### src/rtl/uart_pkg.sv
// Shared UART definitions: transmit FSM states and the bit-period helper
// used by both the transmit and receive sides.
package uart_pkg;

  typedef enum logic [1:0] {
    IDLE  = 2'd0,
    START = 2'd1,
    DATA  = 2'd2,
    STOP  = 2'd3
  } tx_state_t;

  // Clock cycles per bit, integer-truncated.
  function automatic int unsigned uart_div(input int unsigned clk_hz,
                                           input int unsigned baud);
    return clk_hz / baud;
  endfunction

endpackage

### src/rtl/sync_fifo.sv
// Single-clock show-ahead FIFO. Full/empty come from the registered level;
// a pop never frees a slot for a push in the same cycle.
module sync_fifo #(
  parameter int unsigned WIDTH = 8,
  parameter int unsigned DEPTH = 8
) (
  input  logic                     clk,
  input  logic                     rst_n,
  input  logic                     push,
  input  logic [WIDTH-1:0]         din,
  input  logic                     pop,
  output logic [WIDTH-1:0]         dout,
  output logic [$clog2(DEPTH):0]   level,
  output logic                     full,
  output logic                     empty
);

  localparam int unsigned AW = $clog2(DEPTH);
  localparam int unsigned LW = AW + 1;

  logic [WIDTH-1:0] mem_q [DEPTH];
  logic [AW-1:0]    wr_ptr_q, wr_ptr_d;
  logic [AW-1:0]    rd_ptr_q, rd_ptr_d;
  logic [LW-1:0]    level_q, level_d;
  logic             do_push, do_pop;

  assign full    = (level_q == LW'(DEPTH));
  assign empty   = (level_q == '0);
  assign do_push = push && !full;
  assign do_pop  = pop && !empty;
  assign dout    = mem_q[rd_ptr_q];
  assign level   = level_q;

  always_comb begin
    wr_ptr_d = wr_ptr_q;
    rd_ptr_d = rd_ptr_q;
    level_d  = level_q;
    if (do_push) wr_ptr_d = wr_ptr_q + 1'b1;
    if (do_pop)  rd_ptr_d = rd_ptr_q + 1'b1;
    case ({do_push, do_pop})
      2'b10:   level_d = level_q + 1'b1;
      2'b01:   level_d = level_q - 1'b1;
      default: level_d = level_q;
    endcase
  end

  always_ff @(posedge clk) begin
    if (!rst_n) begin
      wr_ptr_q <= '0;
      rd_ptr_q <= '0;
      level_q  <= '0;
    end else begin
      wr_ptr_q <= wr_ptr_d;
      rd_ptr_q <= rd_ptr_d;
      level_q  <= level_d;
    end
  end

  always_ff @(posedge clk) begin
    if (do_push) mem_q[wr_ptr_q] <= din;
  end

endmodule

### src/rtl/uart_tx_fifo.sv
// Buffered 8N1 UART transmitter: bytes queue in a sync_fifo and are shifted
// out LSB first on a registered, idle-high line.
module uart_tx_fifo
  import uart_pkg::*;
#(
  parameter int unsigned CLK_HZ     = 50000000,
  parameter int unsigned BAUD       = 9600,
  parameter int unsigned FIFO_DEPTH = 8
) (
  input  logic                          clk,
  input  logic                          rst_n,
  input  logic [7:0]                    tx_data,
  input  logic                          tx_valid,
  output logic                          tx_ready,
  output logic                          rs232_tx,
  output logic                          tx_busy,
  output logic [$clog2(FIFO_DEPTH):0]   fifo_level
);

  localparam int unsigned DIV = uart_div(CLK_HZ, BAUD);
  localparam int unsigned CW  = $clog2(DIV);

  tx_state_t      state_q, state_d;
  logic [CW-1:0]  baud_q, baud_d;
  logic [2:0]     bit_q, bit_d;
  logic [7:0]     shift_q, shift_d;
  logic           line_q, line_d;

  logic           fifo_pop, fifo_full, fifo_empty, baud_done;
  logic [7:0]     fifo_dout;

  sync_fifo #(
    .WIDTH (8),
    .DEPTH (FIFO_DEPTH)
  ) u_fifo (
    .clk   (clk),
    .rst_n (rst_n),
    .push  (tx_valid),
    .din   (tx_data),
    .pop   (fifo_pop),
    .dout  (fifo_dout),
    .level (fifo_level),
    .full  (fifo_full),
    .empty (fifo_empty)
  );

  assign tx_ready  = !fifo_full;
  assign tx_busy   = (state_q != IDLE) || (fifo_level != '0);
  assign rs232_tx  = line_q;
  assign baud_done = (baud_q == CW'(DIV - 1));

  always_comb begin
    state_d  = state_q;
    baud_d   = baud_q + 1'b1;
    bit_d    = bit_q;
    shift_d  = shift_q;
    fifo_pop = 1'b0;
    case (state_q)
      IDLE: begin
        baud_d = '0;
        if (!fifo_empty) begin
          fifo_pop = 1'b1;
          shift_d  = fifo_dout;
          bit_d    = '0;
          state_d  = START;
        end
      end
      START: begin
        if (baud_done) begin
          baud_d  = '0;
          state_d = DATA;
        end
      end
      DATA: begin
        if (baud_done) begin
          baud_d  = '0;
          shift_d = shift_q >> 1;
          if (bit_q == 3'd7) state_d = STOP;
          else               bit_d   = bit_q + 1'b1;
        end
      end
      STOP: begin
        if (baud_done) begin
          baud_d = '0;
          // Chain straight into the next start bit when more data is queued.
          if (!fifo_empty) begin
            fifo_pop = 1'b1;
            shift_d  = fifo_dout;
            bit_d    = '0;
            state_d  = START;
          end else begin
            state_d  = IDLE;
          end
        end
      end
      default: begin
        baud_d  = '0;
        state_d = IDLE;
      end
    endcase

    // Line level is decoded from the upcoming state so the pin is a flop.
    case (state_d)
      START:   line_d = 1'b0;
      DATA:    line_d = shift_d[0];
      default: line_d = 1'b1;
    endcase
  end

  always_ff @(posedge clk) begin
    if (!rst_n) begin
      state_q <= IDLE;
      baud_q  <= '0;
      bit_q   <= '0;
      shift_q <= '0;
      line_q  <= 1'b1;
    end else begin
      state_q <= state_d;
      baud_q  <= baud_d;
      bit_q   <= bit_d;
      shift_q <= shift_d;
      line_q  <= line_d;
    end
  end

endmodule

### config.mk
export PLATFORM = sky130hd
export DESIGN_NAME = uart_tx_fifo
export DESIGN_NICKNAME = d
export VERILOG_FILES = /design/src/rtl/uart_pkg.sv /design/src/rtl/sync_fifo.sv /design/src/rtl/uart_tx_fifo.sv
export SDC_FILE = /design/constraint.sdc
export NUM_CORES = 1
export LEC_CHECK = 0
export ABC_AREA = 0
export CELL_PAD_IN_SITES_DETAIL_PLACEMENT = 0
export CELL_PAD_IN_SITES_GLOBAL_PLACEMENT = 1
export CORE_ASPECT_RATIO = 0.6
export CORE_UTILIZATION = 50
export CTS_BUF_LIST = sky130_fd_sc_hd__clkbuf_16
export DETAILED_ROUTE_END_ITERATION = 12
export PLACE_DENSITY = 0.84
export SLEW_MARGIN = 20
export SYNTH_ARGS = -nofsm -noshare
export SYNTH_HDL_FRONTEND = slang
export SYNTH_SLANG_ARGS = --single-unit
### constraint.sdc
create_clock -name clk -period 3.15 [get_ports clk]
set_input_delay 0.7875 -clock clk [delete_from_list [all_inputs] [get_ports clk]]
set_output_delay 0.7875 -clock clk [all_outputs]
set_load 0.01 [all_outputs]
; Word level (Yosys, flattened, before mapping)
; Memory sizes are Yosys's and may differ from the RTL's. A register that Yosys moved wholly into a read port is not among the register bits.
; Index checks and enable logic that the tools add are counted.
[op_classes]
n_reduce_logical = 14
add_sub_neg = 6
mux = 27
eq_ne = 13
[op_table]
columns = cell, n
row1 = $pmux W13 S2, 1
row2 = $mux W8, 3
row3 = $pmux W8 S3, 1
row4 = $mux W3, 6
row5 = $add A13 B1 Y13 const B, 1
row6 = $eq A13 B13 Y1 const B, 1
row7 = $mux W13, 1
row8 = $mux W2, 5
row9 = $add A3 B1 Y3 const B, 3
row10 = $pmux W3 S3, 1
row11 = $eq A2 B2 Y1 const B, 4
row12 = $pmux W2 S4, 1
row13 = $pmux W4 S2, 1
row14 = $eq A2 B1 Y1 const B, 3
row15 = $ne A2 B2 Y1 const B, 3
row16 = $mux W1, 5
row17 = $add A4 B1 Y4 const B, 1
row18 = $eq A4 B4 Y1 const B, 1
row19 = $logic_not A4 Y1, 1
row20 = $pmux W1 S2, 2
row21 = $reduce_and A4 Y1, 1
row22 = $reduce_bool A2 Y1, 2
row23 = $reduce_bool A4 Y1, 1
row24 = $sub A4 B1 Y4 const B, 1
row25 = other kinds (8), 10
[word_totals]
word_cells = 70
ff_bits = 37
in_bits = 11
ram_bits = 64
memories = 1
[mem_list]
columns = memory, depth, width, rd, rd_clocked_by_memory_dff, write_ports, line_no
row1 = u_fifo.mem_q, 8, 8, 1, 1, 1, sync_fifo.sv:21  ; logic [WIDTH-1:0] mem_q [DEPTH];

; Logic depth before layout (Yosys ltp)
; Gate-level depths: netlist (run 1).
[depth]
word_depth = 7
depth_mapped = 12
depth_no_buf = 11

; By module
; Synthesis (run 1) repeated with hierarchy kept, for this count alone.
[hier_totals]
hier_cells = 339
area_unflattened_um2 = 4649.5
[by_module_without_submodules]
columns = module, area_per_inst_um2, instances, cells_each
row1 = sync_fifo, 3101.7, 1, 167
row2 = uart_tx_fifo, 1547.7, 1, 172

; Least setup slack after synthesis (run 1)
; No wires, ideal clock.
[synth_path]
path_type = reg-to-reg
startpoint = register baud_q[0]
endpoint = register u_fifo.level_q[2], in the netlist u_fifo.level[2]
path_stages_with_launch = 13
setup_slack_ns = 0.498
t_arrival_ns = 2.582
t_required_ns = 3.080
cell_sequence = dfxtp_1 -> ha_1 -> and4b_1 -> clkbuf_2 -> a41oi_4 -> nor3_2 -> ha_1 -> xor2_1 -> ha_1 -> a21oi_1 -> xor2_1 -> or3_1 -> a21oi_1
[synth_between]
elab_chain_len = 6
[synth_rtl]
columns = element, line_no
row1 = "start, declared", uart_tx_fifo.sv:24  ; logic [CW-1:0] baud_q, baud_d;
row2 = "start signal, assigned", uart_tx_fifo.sv:119  ; baud_q <= baud_d;
row3 = $eq A13 B13 Y1 *, uart_tx_fifo.sv:50  ; assign baud_done = (baud_q == CW'(DIV - 1));
row4 = $mux W1 *, uart_tx_fifo.sv:83  ; if (baud_done) begin
row5 = $pmux W1 S2 *, uart_tx_fifo.sv:58  ; case (state_q)
row6 = $logic_and A1 B1 Y1 *, sync_fifo.sv:30  ; assign do_pop = pop && !empty;
row7 = $eq A2 B1 Y1 or $eq A2 B2 Y1 (tied branches), sync_fifo.sv:40  ; case ({do_push, do_pop})
row8 = $pmux W4 S2 or $reduce_bool A2 Y1 (tied branches), --
row9 = "end signal, assigned", sync_fifo.sv:55  ; level_q <= level_d;
row10 = "end, declared", sync_fifo.sv:24  ; logic [LW-1:0] level_q, level_d;
; Every way passes the cells marked *; elsewhere a longest branch is shown, timed or not.
; A chain may end at the register's enable or synchronous reset.

; Worst setup path in the final report (run 1)
; Same ends and word-level chain as after synthesis.

==> impl_metrics.json, run 1 <==
{
  "tightest_slew_ns": 0.830,
  "p_leak_uw": 0.00174,
  "wl_um": 9050,
  "synth_edf_count": 64,
  "max_stage_delay_ns": 0.38,
  "insertion_delay_ns": 0.34,
  "ys_types": 49,
  "syn_area_per_cell_sq_um": 13.0,
  "placementRows": 26,
  "clk_path_buf_depth": 2,
  "path_class": "reg2reg",
  "status": "finished, final reports clean",
  "worst_ep_arrival_time_ns": 3.07,
  "crit_family": "simple AND/OR/NAND/NOR gates",
  "ant_nets": 0,
  "worst_path_max_delay_cell": "dfxtp_1",
  "dieWidth_um": 126,
  "post-route-period-util_pct": 88.9,
  "yosysWarnings": 0,
  "critPathCaptureType": "register",
  "ys_async_sr_fraction_pct": 0,
  "fmax_mhz": 357,
  "synth.cell_area_sq_um": 4590,
  "ys_ff_latch": 104,
  "grt-ovfl-total": 0,
  "fin_crit_ns": 2.80,
  "htreeDepth": 3,
  "core_area_sq_um": 8720,
  "gp_routability_congestion": 0.836,
  "num_io_pins": 18,
  "dr.first_iter.drc_count": 196,
  "post-cts-setup-buffers": 0,
  "worstSetupStartpointType": "register",
  "path_common_cell": "ha_1",
  "grt_pass1_wl_um": 14700,
  "wl_per_cell_um": 18.2,
  "antenna_found_initial": 0,
  "synthXorXnorAreaFrac_pct": 3.43,
  "cts_tree": "yes",
  "hold_depth": 2,
  "netlist_instances": 352,
  "switching_share_pct": 31.8,
  "fin_total_pwr_uw": 4060,
  "p_int_uw": 2770,
  "diodes": 0,
  "finalHoldViolations": 0,
  "syn-num-nets": 377,
  "critical_path_required_ns": 3.42,
  "power.density_nw_per_um2": 774,
  "vias_per_cell": 5.81,
  "synth_compound_area_share_pct": 7.41,
  "drv_cap": 0,
  "vias": 2882,
  "critPathBufInv": 0,
  "synth_top_family_by_area": "simple AND/OR/NAND/NOR gates",
  "ys_seq_area_share_pct": 59.3,
  "fin_worst_skew_ns": 0.00554,
  "first_global_vias": 2764,
  "cts-root-buf": "clkbuf_16",
  "crit_chain": "ha_1 -> and4b_2 -> a41oi_4 -> nor3_2 -> ha_1 -> xor2_1 -> ha_1 -> a21oi_1 -> xor2_1 -> or3_1 -> a21oi_1",
  "slew_viol_final": 0,
  "rsz0062_at_grt": "no",
  "worstSetupPathDepth": 11,
  "numPortBuffers": 17,
  "finalSetupTns_ns": 0,
  "place_ws_ns": 0.308,
  "cts.sinks": 104,
  "drt_first_pass_iters": 4,
  "pwr-share-seq_pct": 42.2,
  "p_clk_share_pct": 27.7,
  "synth_adder_area_share_pct": 3.81,
  "drive_above_1_share_pct": 13.8,
  "synthFlopType": "edfxtp_1",
  "setup_ws_ns": 0.349,
  "die_h_um": 76.2,
  "switching_power_uw": 1290,
  "track_usage_pct": 20.6,
  "fp.dieArea_sq_um": 9590,
  "initial_utilization_pct": 52.7,
  "reg2regPathDepth": 11,
  "num-nets-final": 404,
  "area_delta_synth_final_pct": 14.1,
  "comb_power_share_pct": 30.2,
  "muxShareOfSynthArea_pct": 10.7,
  "finalSetupViolCount": 0,
  "fillerInstances": 664,
  "cp_max_fo": 8,
  "slew_headroom_pct": 44.0,
  "clkTransAtPathRegs_ns": 0.07,
  "hpwlAfterDp_um": 6180,
  "holdCritPathClass": "reg2reg",
  "drcViolationCount": 0,
  "synth-simple-area-share_pct": 13.7,
  "grt_max_degree": 19,
  "cts_made_buffers": 9,
  "ir_drop_uv": 420
}
==> through the flow <==
stage | utilization, % | area (sq um) | hold slack (ns) | instances
final | 60.1 | 5240 | 0.476 | 496
after global routing | 60.1 | 5240 | 0.495 | 496
after CTS | 60.1 | 5240 | 0.477 | 496
after detailed placement | 56.7 | 4940 | 0.469 | 480
after global placement | 56.7 | 4940 | 0.438 | 480
after floorplan | - | 4590 | 0.426 | 352
==> synth_stat cells (all sizes together) (2+ instances only) <==
library cell,count,area [sq um]
a211oi,2,15.0
a21oi,19,98.9
a221oi,2,17.5
a31oi,3,18.8
a41oi,2,36.3
and2,6,37.5
and3,4,25.0
buf,3,15.0
clkbuf,10,38.8
dfxtp,40,801
edfxtp,64,1920
ha,14,175
inv,6,22.5
mux2i,12,120
mux4,16,360
nand2,16,60.1
nand2b,5,31.3
nand3,14,70.1
nand3b,4,30.0
nand4,3,18.8
nand4b,2,17.5
nor2,38,143
nor3,10,55.1
nor4,5,31.3
o211ai,6,45.0
o21ai,9,45.0
or2,2,12.5
or4,2,15.0
xnor2,8,70.1
xor2,10,87.6
==> worst paths after layout <==
kind                         startpoint                      endpoint  slack (ns)
setup / recovery   baud_q[0]$_SDFF_PP0_  u_fifo.level[2]$_SDFFE_PN0P_        0.35
hold / removal    bit_q[2]$_SDFFE_PN0P_         bit_q[2]$_SDFFE_PN0P_        0.48
setup reg to reg   baud_q[0]$_SDFF_PP0_  u_fifo.level[2]$_SDFFE_PN0P_        0.35
hold reg to reg   bit_q[2]$_SDFFE_PN0P_         bit_q[2]$_SDFFE_PN0P_        0.48
==> timing repair <==
| action | CTS | global route |
|---|---|---|
| resized for setup | 0 | 1 |
| hold buffers | 0 | 0 |
| endpoints found under the setup margin | 0 | 1 |
==> cell type report <==
type / instances / area, sq um / share of cell area (%)
Tap cell: 112 / 140 / 2.67
Timing Repair Buffer: 29 / 260 / 4.96
Clock buffer: 9 / 225 / 4.30
Inverter: 6 / 22.5 / 0.430
Sequential cell: 104 / 2720 / 51.9
Multi-Input combinational cell: 229 / 1800 / 34.2
Clock inverter: 7 / 76.3 / 1.46
==> power by group through the flow <==
stage          logic, uW  registers, uW  clock network, uW
2_1_floorplan        905           1700                  0
3_3_place_gp        1190           1730                  0
3_5_place_dp        1210           1740                  0
4_1_cts             1210           1710               1140
5_1_grt             1350           1730               1200
6_report            1220           1710               1120
==> worst min-delay path: cells and delay by family, from the launching register on <==
| kind | cells | cell delay, ns |
|---|---|---|
| muxes | 1 | 0.05 |
| and+or+nand+nor | 1 | 0.06 |
| DFF | 1 | 0.32 |
==> layer usage <==
metal / vias up / share of wire [%] / GRT usage, %
li1: 1392 / - / -
met1: 1399 / 53 / 32.0
met2: 87 / 41 / 27.7
met3: 4 / 5.9 / 5.97
met4: 0 / 0.49 / 5.30
met5: - / 0 / 0
==> state kept, by name (all words and copies together) (netlist names), named ones only <==
name,count
u_fifo.rd_ptr_q,3
u_fifo.wr_ptr_q,3
shift_q,8
rs232_tx,1
bit_q,3
state_q,2
u_fifo.level,4
baud_q,13
u_fifo.mem_q,64
==> cell usage in the layout, fill, tap and decap left out, types with 12 or more instances in the layout <==
master           synthesis  routed
a21oi_1                 18      18
buf_4                    0      12
clkdlybuf4s50_1          0      17
dfxtp_1                 40      40
edfxtp_1                64      64
ha_1                    14      14
mux2i_1                 12      12
mux4_2                  16      16
nand2_1                 16      16
nand3_1                 14      14
nor2_1                  38      38
==> cells by family after synthesis <==
| group | Yosys count |
|---|---|
| buffers and inverters | 19 |
| DFF | 104 |
| and+or+nand+nor | 118 |
| AOI/OAI and AO/OA | 50 |
| adders and majority gates | 14 |
| muxes | 29 |
| xor gates and xnor gates | 18 |
Note: power is estimated with default switching activity, not from simulation.
==> run 2, diff against run 1 <==
Settings changed: CORE_UTILIZATION 50 to 49, PLACE_DENSITY 0.84 to 0.82.
==> run 2 against run 1 <==
Net effect: critical path depth stayed put; sequential cell count is the same; sequential power about the same; final area hardly changed; maximum frequency shrank 0.77%; register-to-register slack worse by 0.02 ns; clock skew rose by 0.0020 ns; setup slack got worse by 0.022 ns; routed wire length down 0.77%; via count is 0.10% lower; combinational power is essentially flat; largest cell class unchanged.
==> impl_metrics.json, run 2 (same netlist as run 1, synthesis figures left out) <==
{
  "drcViolationCount": 0,
  "drive_above_1_share_pct": 14.0,
  "die_h_um": 77.0,
  "numPortBuffers": 17,
  "worst_ep_arrival_time_ns": 3.09,
  "path_class": "reg2reg",
  "antenna_found_initial": 0,
  "status": "finished, final reports clean",
  "cp_max_fo": 8,
  "drv_cap": 0,
  "p_int_uw": 2710,
  "post-route-period-util_pct": 89.6,
  "switching_share_pct": 32.9,
  "slew_headroom_pct": 45.4,
  "critPathCaptureType": "register",
  "tightest_slew_ns": 0.809,
  "num_io_pins": 18,
  "reg.largest.list": "u_fifo.mem_q: 64 flops, baud_q: 13 flops, shift_q: 8 flops",
  "regMostFlops": "u_fifo.mem_q",
  "rsz0062_at_grt": "no",
  "cts.sinks": 104,
  "critical_path_required_ns": 3.42,
  "path_common_cell": "ha_1",
  "area_delta_synth_final_pct": 14.2,
  "switching_power_uw": 1330,
  "setup_ws_ns": 0.327,
  "fin_worst_skew_ns": 0.00754,
  "cts_made_buffers": 9,
  "ctsHoldBuffers": 0,
  "dieWidth_um": 127,
  "ant_nets": 0,
  "core_area_sq_um": 8780,
  "clk_path_buf_depth": 2,
  "wl_um": 8980,
  "vias": 2879,
  "cts-root-buf": "clkbuf_16",
  "hpwlAfterDp_um": 6190,
  "power.density_nw_per_um2": 769,
  "ir_drop_uv": 377,
  "fillerInstances": 699,
  "ctsResizeCount": 0,
  "place_ws_ns": 0.327,
  "placementRows": 26,
  "slew_viol_final": 0,
  "finalSetupTns_ns": 0,
  "pwr-share-seq_pct": 42.5,
  "comb_power_share_pct": 30.5,
  "grt_max_degree": 21,
  "num-nets-final": 405,
  "wl_per_cell_um": 18.1,
  "gp_routability_congestion": 0.817,
  "vias_per_cell": 5.79,
  "final_cell_mix": "64 x edfxtp_1, 40 x dfxtp_1, 38 x nor2_1",
  "fp.dieArea_sq_um": 9780,
  "largest_reg_flops": 64,
  "finalSetupViolCount": 0,
  "worstSetupStartpointType": "register",
  "post-cts-setup-buffers": 0,
  "drt_first_pass_iters": 5,
  "dr.first_iter.drc_count": 268,
  "htreeDepth": 3,
  "clkTransAtPathRegs_ns": 0.07,
  "fin_crit_ns": 2.82,
  "p_clk_share_pct": 27.0,
  "final_common_cell": "edfxtp_1",
  "p_leak_uw": 0.00174,
  "fmax_mhz": 354,
  "grt_pass1_wl_um": 14900,
  "crit_chain": "ha_1 -> and4b_1 -> a41oi_4 -> nor3_2 -> ha_1 -> xor2_1 -> ha_1 -> a21oi_1 -> xor2_1 -> or3_1 -> a21oi_1",
  "track_usage_pct": 20.5,
  "cts_tree": "yes",
  "first_global_vias": 2823,
  "worst_path_max_delay_cell": "and4b_1",
  "fin_area_sq_um": 5250,
  "finalHoldViolations": 0,
  "grt-ovfl-total": 0,
  "max_stage_delay_ns": 0.42,
  "initial_utilization_pct": 52.3,
  "diodes": 0,
  "fin_total_pwr_uw": 4030,
  "holdCritPathClass": "reg2reg",
  "placed_area_sq_um": 4950,
  "insertion_delay_ns": 0.34
}
==> run 2: changes by cell type in the layout (fill, tap and decap cells not counted) <==
cell and delta:
clkinv_8 +2, and4b_1 +1, bufinv_16 -1, buf_4 +1, clkinvlp_4 +1, clkinv_1 -1
and4b_2 -1, clkinv_4 -1
==> run 2: layout make-up <==
cell class / instances / area, sq um / share of cell area, %
timing repair buffer: 30 / 268 / 5.10
inverter: 6 / 22.5 / 0.429
clock inverter: 7 / 73.8 / 1.41
multi-input combinational: 229 / 1790 / 34.2
clock buffer: 9 / 225 / 4.29
tap: 112 / 140 / 2.67
sequential: 104 / 2720 / 51.9
==> run 2: metal layers <==
metal	wire (um)	GRT usage [%]	vias to the layer above
met1	4660	30.7	1387
met5	0	0	-
met4	80	5.71	0
met2	3640	28.7	95
li1	-	-	1390
met3	593	5.86	7
==> run 2: path summary, 6_finish.rpt <==
check | to | cells after the start | slack [ns] | from
worst max-delay path | u_fifo.level[2]$_SDFFE_PN0P_ | 11 | 0.33 | baud_q[0]$_SDFF_PP0_
worst min-delay path | baud_q[0]$_SDFF_PP0_ | 1 | 0.46 | baud_q[0]$_SDFF_PP0_
worst max register to register | u_fifo.level[2]$_SDFFE_PN0P_ | 11 | 0.33 | baud_q[0]$_SDFF_PP0_
worst min register to register | baud_q[0]$_SDFF_PP0_ | 1 | 0.46 | baud_q[0]$_SDFF_PP0_
==> run 2: worst max-delay path: cells and delay by family, from the launching register on <==
| family | cells | cell delay [ns] |
|---|---|---|
| DFF | 1 | 0.37 |
| adders and majority gates | 3 | 0.69 |
| AOI/OAI and AO/OA | 3 | 0.39 |
| and+or+nand+nor | 3 | 0.98 |
| xor gates and xnor gates | 2 | 0.33 |
==> run 2: power by group through the flow <==
stage | logic, uW | registers [uW] | clock network, uW
after floorplan | 905 | 1700 | 0
after global placement | 1200 | 1730 | 0
after detailed placement | 1210 | 1740 | 0
after CTS | 1220 | 1710 | 1110
after global routing | 1360 | 1730 | 1160
final | 1230 | 1710 | 1090
==> run 2: metrics by stage <==
stage / hold slack [ns] / instances / utilization, %
floorplan: 0.426 / 352 / -
global placement: 0.439 / 481 / 56.3
detailed placement: 0.444 / 481 / 56.3
CTS: 0.460 / 497 / 59.7
global route: 0.505 / 497 / 59.7
finish: 0.459 / 497 / 59.7
